[src/rtl/key_led_pkg.sv]
// Shared types and helpers for the key-driven LED pattern controller.
package key_led_pkg;

  localparam int unsigned N_KEYS = 4;

  typedef enum logic [2:0] {
    MODE_IDLE    = 3'd0,
    MODE_FLOW_L  = 3'd1,
    MODE_FLOW_R  = 3'd2,
    MODE_BLINK   = 3'd3,
    MODE_MARQUEE = 3'd4
  } mode_t;

  // Key index to the display mode it selects.
  function automatic mode_t mode_of(input logic [1:0] k);
    mode_t m;
    case (k)
      2'd0:    m = MODE_FLOW_L;
      2'd1:    m = MODE_FLOW_R;
      2'd2:    m = MODE_BLINK;
      default: m = MODE_MARQUEE;
    endcase
    return m;
  endfunction

  // One bit of the pattern loaded on entry to a mode, for an n_led-wide bar.
  function automatic logic init_led_bit(input mode_t m, input int unsigned idx,
                                        input int unsigned n_led);
    logic b;
    case (m)
      MODE_FLOW_L:  b = (idx == 0);
      MODE_FLOW_R:  b = (idx == n_led - 1);
      MODE_BLINK:   b = 1'b1;
      MODE_MARQUEE: b = ((idx % 2) == 0);
      default:      b = 1'b0;
    endcase
    return b;
  endfunction

endpackage

[src/rtl/key_led_pattern_ctrl_key_debounce.sv]
// Per-key synchroniser, debouncer and press-edge detector.
// A key that is already held when reset releases must be seen released
// before it can produce a press pulse.
module key_debounce #(
  parameter int unsigned DEBOUNCE_CYCLES = 1_000_000,
  parameter bit          KEY_ACTIVE_LOW  = 1'b1
) (
  input  logic clk,
  input  logic rst_n,
  input  logic key_raw,
  output logic key_level,
  output logic press
);

  localparam int unsigned CW       = (DEBOUNCE_CYCLES > 1) ? $clog2(DEBOUNCE_CYCLES) : 1;
  localparam logic [CW-1:0] CNT_LAST = CW'(DEBOUNCE_CYCLES - 1);
  localparam logic        RELEASED_RAW = KEY_ACTIVE_LOW;

  logic [1:0]    sync_q;
  logic [1:0]    vld_q;
  logic          synced;
  logic [CW-1:0] cnt_q;
  logic          armed_q;
  logic          level_d;

  // Two-flop synchroniser; vld_q marks when sync_q[1] holds a real pin sample.
  always_ff @(posedge clk or negedge rst_n) begin
    if (!rst_n) begin
      sync_q <= {2{RELEASED_RAW}};
      vld_q  <= 2'b00;
    end else begin
      sync_q <= {sync_q[0], key_raw};
      vld_q  <= {vld_q[0], 1'b1};
    end
  end

  assign synced = KEY_ACTIVE_LOW ? ~sync_q[1] : sync_q[1];

  // Accept a new level only after it has differed for DEBOUNCE_CYCLES samples.
  always_ff @(posedge clk or negedge rst_n) begin
    if (!rst_n) begin
      cnt_q     <= '0;
      key_level <= 1'b0;
    end else if (synced == key_level) begin
      cnt_q <= '0;
    end else if (cnt_q == CNT_LAST) begin
      key_level <= synced;
      cnt_q     <= '0;
    end else begin
      cnt_q <= cnt_q + CW'(1);
    end
  end

  // Press pulse on an accepted rise, suppressed until the key has been seen released.
  always_ff @(posedge clk or negedge rst_n) begin
    if (!rst_n) begin
      armed_q <= 1'b0;
      level_d <= 1'b0;
      press   <= 1'b0;
    end else begin
      armed_q <= armed_q | (vld_q[1] & ~synced);
      level_d <= key_level;
      press   <= armed_q & key_level & ~level_d;
    end
  end

endmodule

[src/rtl/key_led_pattern_ctrl.sv]
// Push-button LED pattern controller: four debounced keys select one of
// four latched display modes; a shared step timer advances the pattern.
//
// mode         | meaning
// -------------+-----------------------------------------------
// MODE_IDLE    | LEDs dark, step timer held at zero
// MODE_FLOW_L  | single lit LED rotating towards the MSB
// MODE_FLOW_R  | single lit LED rotating towards bit 0
// MODE_BLINK   | all LEDs toggling together
// MODE_MARQUEE | alternating LEDs swapping each step
module key_led_pattern_ctrl
  import key_led_pkg::*;
#(
  parameter int unsigned N_LED           = 4,
  parameter int unsigned TICK_CYCLES     = 25_000_000,
  parameter int unsigned DEBOUNCE_CYCLES = 1_000_000,
  parameter bit          KEY_ACTIVE_LOW  = 1'b1
) (
  input  logic             clk,
  input  logic             rst_n,
  input  logic [3:0]       key,
  output logic [N_LED-1:0] led,
  output logic [2:0]       mode,
  output logic             step
);

  localparam int unsigned TW = (TICK_CYCLES > 1) ? $clog2(TICK_CYCLES) : 1;
  localparam logic [TW-1:0] TICK_LAST = TW'(TICK_CYCLES - 1);

  logic [N_KEYS-1:0] press;

  mode_t             mode_q, mode_d, sel_mode;
  logic              sel_valid;
  logic [1:0]        sel_key;
  logic [N_LED-1:0]  led_q, led_d, init_pat;
  logic [TW-1:0]     tick_q, tick_d;
  logic              step_q, step_d;

  for (genvar i = 0; i < N_KEYS; i++) begin : g_key
    key_debounce #(
      .DEBOUNCE_CYCLES (DEBOUNCE_CYCLES),
      .KEY_ACTIVE_LOW  (KEY_ACTIVE_LOW)
    ) u_deb (
      .clk       (clk),
      .rst_n     (rst_n),
      .key_raw   (key[i]),
      .key_level (),
      .press     (press[i])
    );
  end

  // State register: mode, pattern, step timer and step pulse.
  always_ff @(posedge clk or negedge rst_n) begin
    if (!rst_n) begin
      mode_q <= MODE_IDLE;
      led_q  <= '0;
      tick_q <= '0;
      step_q <= 1'b0;
    end else begin
      mode_q <= mode_d;
      led_q  <= led_d;
      tick_q <= tick_d;
      step_q <= step_d;
    end
  end

  // Next mode: lowest-index press wins; pressing the active mode's key exits to idle.
  always_comb begin
    sel_valid = 1'b0;
    sel_key   = 2'd0;
    for (int k = N_KEYS - 1; k >= 0; k--) begin
      if (press[k]) begin
        sel_valid = 1'b1;
        sel_key   = 2'(k);
      end
    end
    sel_mode = mode_of(sel_key);
    mode_d   = mode_q;
    if (sel_valid) begin
      mode_d = (mode_q == sel_mode) ? MODE_IDLE : sel_mode;
    end
  end

  // Pattern, timer and step: a mode change reloads and restarts, otherwise advance on terminal count.
  always_comb begin
    for (int i = 0; i < N_LED; i++) begin
      init_pat[i] = init_led_bit(sel_mode, i, N_LED);
    end
    led_d  = led_q;
    tick_d = tick_q;
    if (sel_valid) begin
      tick_d = '0;
      led_d  = (mode_d == MODE_IDLE) ? '0 : init_pat;
    end else if (mode_q == MODE_IDLE) begin
      tick_d = '0;
      led_d  = '0;
    end else if (tick_q == TICK_LAST) begin
      tick_d = '0;
      case (mode_q)
        MODE_FLOW_L: led_d = {led_q[N_LED-2:0], led_q[N_LED-1]};
        MODE_FLOW_R: led_d = {led_q[0], led_q[N_LED-1:1]};
        default:     led_d = ~led_q;
      endcase
    end else begin
      tick_d = tick_q + TW'(1);
    end
    step_d = (mode_d != MODE_IDLE) && (tick_d == TICK_LAST);
  end

  assign led  = led_q;
  assign mode = mode_q;
  assign step = step_q;

endmodule

[config.mk]
export PLATFORM = sky130hd
export DESIGN_NAME = key_led_pattern_ctrl
export DESIGN_NICKNAME = d
export VERILOG_FILES = /design/src/rtl/key_led_pkg.sv /design/src/rtl/key_led_pattern_ctrl_key_debounce.sv /design/src/rtl/key_led_pattern_ctrl.sv
export SDC_FILE = /design/constraint.sdc
export NUM_CORES = 1
export LEC_CHECK = 0
export BUFFER_PORTS_ARGS = -buffer_cell sky130_fd_sc_hd__buf_2
export CELL_PAD_IN_SITES_DETAIL_PLACEMENT = 1
export CELL_PAD_IN_SITES_GLOBAL_PLACEMENT = 1
export CORE_MARGIN = 8
export CORE_UTILIZATION = 50
export CTS_CLUSTER_SIZE = 20
export DETAILED_ROUTE_END_ITERATION = 8
export GPL_TIMING_DRIVEN = 0
export PLACE_DENSITY = 0.76
export SKIP_CTS_REPAIR_TIMING = 1
export SYNTH_ARGS = -nofsm -noshare
export SYNTH_HDL_FRONTEND = slang
export SYNTH_SLANG_ARGS = --single-unit
[constraint.sdc]
create_clock -name clk -period 2.4 [get_ports clk]
set_input_delay 0.36 -clock clk [delete_from_list [all_inputs] [get_ports clk]]
set_output_delay 0.36 -clock clk [all_outputs]
set_load 0.03 [all_outputs]
* Yosys cells after proc, flatten, opt, wreduce, memory -nomap -nowiden
Index checks and enable logic that the tools add are counted.
W data, S select, Z words.
** Operators by class
- Add/subtract/negate cells :: 5
- Equal/unequal tests :: 19
- Multiplexer cells :: 31
- Bitwise gates (word level) :: 29
- Reduce and logical (&&, ||, !) cells :: 13
** Operators with widths (number)
- $mux W20 :: 8
- $add A20 B1 Y20 const B :: 4
- $eq A20 B20 Y1 const B :: 4
- $mux W25 :: 3
- $eq A25 B25 Y1 const B :: 2
- $add A25 B1 Y25 const B :: 1
- $mux W4 :: 4
- $and A1 B1 Y1 :: 12
- $not A1 Y1 :: 12
- $eq A3 B2 Y1 const B :: 3
- $pmux W3 S3 :: 1
- $mux W1 :: 8
- $mux W2 :: 4
- $pmux W4 S2 :: 1
- $reduce_and A2 Y1 :: 4
- $eq A3 B1 Y1 const B :: 2
- $logic_not A3 Y1 :: 2
- $mux W3 :: 2
- $reduce_bool A3 Y1 :: 2
- $eq A1 B1 Y1 :: 4
- $not A4 Y4 :: 1
- $or A1 B1 Y1 :: 4
- $reduce_or A2 Y1 :: 2
- $eq A3 B3 Y1 :: 1
- other kinds (6) :: 6
** Storage, ports and cells
- Flip-flop bits (word level) :: 145
- Bits of input ports :: 6
- Output and inout bits :: 8
- Logic and storage cells :: 129

* Longest topological paths before layout
- Word-level depth :: 12
- Depth in mapped cells :: 10
- Mapped depth without buffers :: 10

* Hierarchy
From an unflattened synthesis, not the netlist that was laid out.
** Second synthesis, totals
- Cell total of the unflattened synthesis :: 699
- Area total of the unflattened synthesis :: 6996.7 sq um
** Modules (own cells, without submodules)
- key_debounce :: times used 4, cells an instance 118, area an instance 1247.4 sq um, sequential area each 703.2 sq um
- key_led_pattern_ctrl :: times used 1, cells an instance 227, area an instance 2006.9 sq um, sequential area each 825.8 sq um

* Worst setup path before layout
No wires, ideal clock.
- Kind :: reg-to-reg
- Start :: register g_key[2].u_deb.press
- End :: register led_q[2], in the netlist led[2]
- Library setup time :: 0.130 ns
- Arrival :: 2.052 ns
- Data required time :: 2.270 ns
- Path slack :: 0.218 ns
- Stages on the path, launching flop included :: 11
- Buffers on the path :: 0
- Clock period less this slack :: 2.182 ns
- Path through :: dfrtp_1 > nand2b_1 > a21oi_1 > inv_1 > ha_1 > xnor2_1 > nor2_1 > a21o_1 > a21boi_0 > o21ai_0 > a31oi_1
** Between the ends
- Longest elaborated chain between the ends :: 11
- Elaborated cells between the ends (all ways) :: 21
- Classes of those cells :: eq/ne: 5; mux: 12; reduce/logical: 4
** Ends and longest elaborated chain
- start, declared :: line key_led_pattern_ctrl_key_debounce.sv:12 : output logic press
- start signal, assigned :: line key_led_pattern_ctrl_key_debounce.sv:63 : press <= armed_q & key_level & ~level_d;
- $mux W2 (3 in series) :: line key_led_pattern_ctrl.sv:72 : if (press[k]) begin
- $eq A2 B2 Y1 (tied with other cells) :: line key_led_pkg.sv:17 : case (k)
- $pmux W3 S3 :: line key_led_pkg.sv:17
- $eq A3 B3 Y1 :: line key_led_pattern_ctrl.sv:80 : mode_d = (mode_q == sel_mode) ? MODE_IDLE : sel_mode;
- $mux W3 :: line key_led_pattern_ctrl.sv:80
- $mux W3 :: line key_led_pattern_ctrl.sv:79 : if (sel_valid) begin
- $logic_not A3 Y1 :: line key_led_pattern_ctrl.sv:93 : led_d = (mode_d == MODE_IDLE) ? '0 : init_pat;
- $mux W4 :: line key_led_pattern_ctrl.sv:93
- $mux W4 :: line key_led_pattern_ctrl.sv:91 : if (sel_valid) begin
- end signal, assigned :: line key_led_pattern_ctrl.sv:61 : led_q <= led_d;
- end, declared :: line key_led_pattern_ctrl.sv:35 : logic [N_LED-1:0] led_q, led_d, init_pat;
Several ways; a longest one is shown, not always the timed one.
A chain may end at the register's enable or synchronous reset.

* Final worst setup path
- Start :: register tick_q[0]
- End :: register step_q, in the netlist step
** Between the ends
- Longest elaborated chain between the ends :: 6
- Elaborated cells between the ends (all ways) :: 7
- Classes of those cells :: add/sub: 1; eq/ne: 2; mux: 3; reduce/logical: 1
** Ends and longest elaborated chain
- start, declared :: line key_led_pattern_ctrl.sv:36 : logic [TW-1:0] tick_q, tick_d;
- start signal, assigned :: line key_led_pattern_ctrl.sv:62 : tick_q <= tick_d;
- $add A25 B1 Y25 / $eq A25 B25 Y1 (equally long branches) :: line key_led_pattern_ctrl.sv:105, key_led_pattern_ctrl.sv:97
- $mux W25 (*) :: line key_led_pattern_ctrl.sv:97 : end else if (tick_q == TICK_LAST) begin
- $mux W25 (*) :: line key_led_pattern_ctrl.sv:94 : end else if (mode_q == MODE_IDLE) begin
- $mux W25 (*) :: line key_led_pattern_ctrl.sv:91
- $eq A25 B25 Y1 (*) :: line key_led_pattern_ctrl.sv:107 : step_d = (mode_d != MODE_IDLE) && (tick_d == TICK_LAST);
- $logic_and A1 B1 Y1 (*) :: line key_led_pattern_ctrl.sv:107
- via step_d :: line key_led_pattern_ctrl.sv:37 : logic step_q, step_d;
- end signal, assigned :: line key_led_pattern_ctrl.sv:63 : step_q <= step_d;
- end, declared :: line key_led_pattern_ctrl.sv:37
The timed path passes the listed nets; every way through them passes the cells marked *.

==> impl_metrics.env <==
export IMPL_status="complete, no violations"
export IMPL_drtIter0Drc=269
export IMPL_crit_required_ps=2730
export IMPL_relSlewSlack_pct=61.8
export IMPL_critPathArrivalTime_ps=2590
export IMPL_clock_sinks=139
export IMPL_die_area_um2=17600
export IMPL_seq_area_frac_synth_pct=51.3
export IMPL_initial_utilization_pct=51.3
export IMPL_finalCritPeriodShare_pct=94.5
export IMPL_antenna_found_initial=0
export IMPL_clock_path_buffers=2
export IMPL_peakVddDrop_v=0.000630
export IMPL_vias_per_cell=5.51
export IMPL_worst_slack_ps=133
export IMPL_avgRoutedWirePerCell_um=17.0
export IMPL_cts_htree_levels=4
export IMPL_yosysWarnings=0
export IMPL_power_density_nw_per_um2=691
export IMPL_synthCells=688
export IMPL_cp_start_kind="flip-flop"
export IMPL_cap_violations=0
export IMPL_port_buffer_count=13
export IMPL_hp_class="in2reg"
export IMPL_syn_avg_cell_area_um2=9.88
export IMPL_grt_use_total_pct=18.7
export IMPL_vias=5031
export IMPL_drive_gt1_share_pct=12.6
export IMPL_place_congestion=0.800
export IMPL_place_ws_ps=-254
export IMPL_wirelength_um=15500
export IMPL_final_cell_mix="nor2_1 (136), dfrtp_1 (131), xor2_1 (63)"
export IMPL_setup_violations_final=0
export IMPL_drtPass1Iterations=4
export IMPL_synth_fp_nets=702
export IMPL_crit_type="reg2reg"
export IMPL_wl_met1_um=7270
export IMPL_worstSetupEndpointType="flip-flop"
export IMPL_wl_met2_um=7690
export IMPL_synth_edf_count=0
export IMPL_cts_made_buffers=17
export IMPL_final_common_cell="nor2_1"
export IMPL_core_um2=13200
export IMPL_leakagePower_nw=3.39
export IMPL_boundaryPins=14
export IMPL_dieHeight_um=133
export IMPL_min_period_ps=2270
export IMPL_stdcell_area_um2=7860
export IMPL_finalMaxSlewViolations=0
export IMPL_ys_ff_latch=139
export IMPL_timing_hold_ws_ps=30.2
export IMPL_dp_hpwl_um=10500
export IMPL_clkTransAtPathRegs_ps=60
export IMPL_rows=42
export IMPL_cts_root_buf="clkbuf_16"
export IMPL_detail_route_antenna_nets=0
export IMPL_tritoncts="done"
export IMPL_synth_ff_type="dfrtp_1"
export IMPL_top_layer="met4"
export IMPL_worst_pin_slew_ps=569
export IMPL_fmax_mhz=441
export IMPL_nets=738
export IMPL_syn_area_um2=6790
export IMPL_instances_no_fill=913
export IMPL_critPathMaxFanout=6
export IMPL_setup_tns_final_ps=0
export IMPL_place_inst=878
export IMPL_grt_overflow=0
export IMPL_final_util_pct=59.4
export IMPL_antennaDiodeCount=0
export IMPL_grt_pass1_vias=5358
export IMPL_synth_cell_types=58
export IMPL_syn2layout_area_growth_pct=15.7
export IMPL_placed_cell_area_um2=7110
export IMPL_clk_latency_ps=430
export IMPL_route_met3_wl_um=411
export IMPL_hold_viol=0
export IMPL_total_power_mw=5.43
export IMPL_die_w_um=133
export IMPL_grt_max_degree=91
export IMPL_async_flop_share_pct=100
export IMPL_rrSetupSlack_ps=130
export IMPL_grt_pass1_wl_um=26900
export IMPL_skew_ps=9.20
export IMPL_drc_errors=0
[final timing paths]
kind / start / endpoint / cells past startpoint
hold reg to reg: g_key[1].u_deb.sync_q[0] / g_key[1].u_deb.sync_q[1] / 0
min in group asynchronous: rst_n / g_key[1].u_deb.cnt_q[14] / 2
setup reg to reg: tick_q[0] / step / 7
hold / removal: key[2] / g_key[2].u_deb.sync_q[0] / 1
max in group asynchronous: rst_n / g_key[3].u_deb.sync_q[0] / 3
setup / recovery: tick_q[0] / step / 7
[worst max-delay path, stage by stage (launching register included)]
cell       delay (ps)
dfrtp_1           450
ha_1              280
and2_2            230
nand4_4           130
or4_4             450
a221oi_2          300
o2111ai_1         170
nor4_2            170
[synthesized netlist by cell type, types with 3 or more instances]
cell type  instances  area share [%]
nor2_1           137             7.6
dfrtp_1          131              48
xor2_1            63             8.1
nand2_1           48             2.7
nand3_1           47             3.5
xnor2_1           35             4.5
nand4_1           20             1.8
inv_1             17            0.94
a21oi_1           16             1.2
and3_1            14             1.3
buf_2             11            0.81
and4_1            10             1.3
o21ai_0            9            0.66
dfstp_2            8             3.1
ha_1               8             1.5
nor4_1             8            0.74
and2_1             7            0.64
mux2i_1            7             1.0
nor3_1             7            0.52
a21o_1             6            0.66
clkbuf_1           6            0.33
nand2b_1           5            0.46
o31ai_1            5            0.55
or2_2              5            0.46
or3_1              5            0.46
a31oi_1            4            0.37
nand3b_1           4            0.44
nor2b_1            4            0.37
nor4b_1            4            0.52
nor4_2             3            0.55
or4_1              3            0.33
[state kept, by name (all words and copies together), names as in the netlist]
signal,count
g_key.u_deb.cnt_q,80
tick_q,25
g_key.u_deb.sync_q,8
g_key.u_deb.armed_q,4
g_key.u_deb.key_level,4
g_key.u_deb.level_d,4
g_key.u_deb.press,4
led,4
mode,3
g_key.u_deb.vld_q,2
step,1
[logic make-up after synthesis]
logic type	after synthesis	share of synthesized area (%)
adder cells (fa/ha/maj)	8	1.47
buffers and inverters	36	2.30
multiplexers	7	1.03
XOR/XNOR	98	12.6
AND/OR/NAND/NOR	344	25.8
flip-flops	139	51.3
other	1	0.0552
AO/OA/AOI/OAI	55	5.40
[power by group]
group | internal (mW) | total [mW] | switching, mW
clock | 1.87 | 2.90 | 1.04
combinational | 0.0342 | 0.125 | 0.0903
sequential | 2.37 | 2.40 | 0.0274
[metal layers]
layer / vias to the layer above / GRT usage [%]
met1: 2537 / 23.9
met2: 52 / 30.3
li1: 2428 / -
met3: 14 / 4.50
met4: 0 / 6.37
met5: - / 0
[area by class of cell]
cell class                      instances  area, µm²
Clock inverter                         11        180
Clock buffer                           21        480
Inverter                               17       63.8
Multi-Input combinational cell        513       3200
Tap cell                              176        220
Timing Repair Buffer                   18        131
Buffer                                 18       95.1
Sequential cell                       139       3490
Fill cell                            1483       5380
Power figures use the tool's default switching activity.
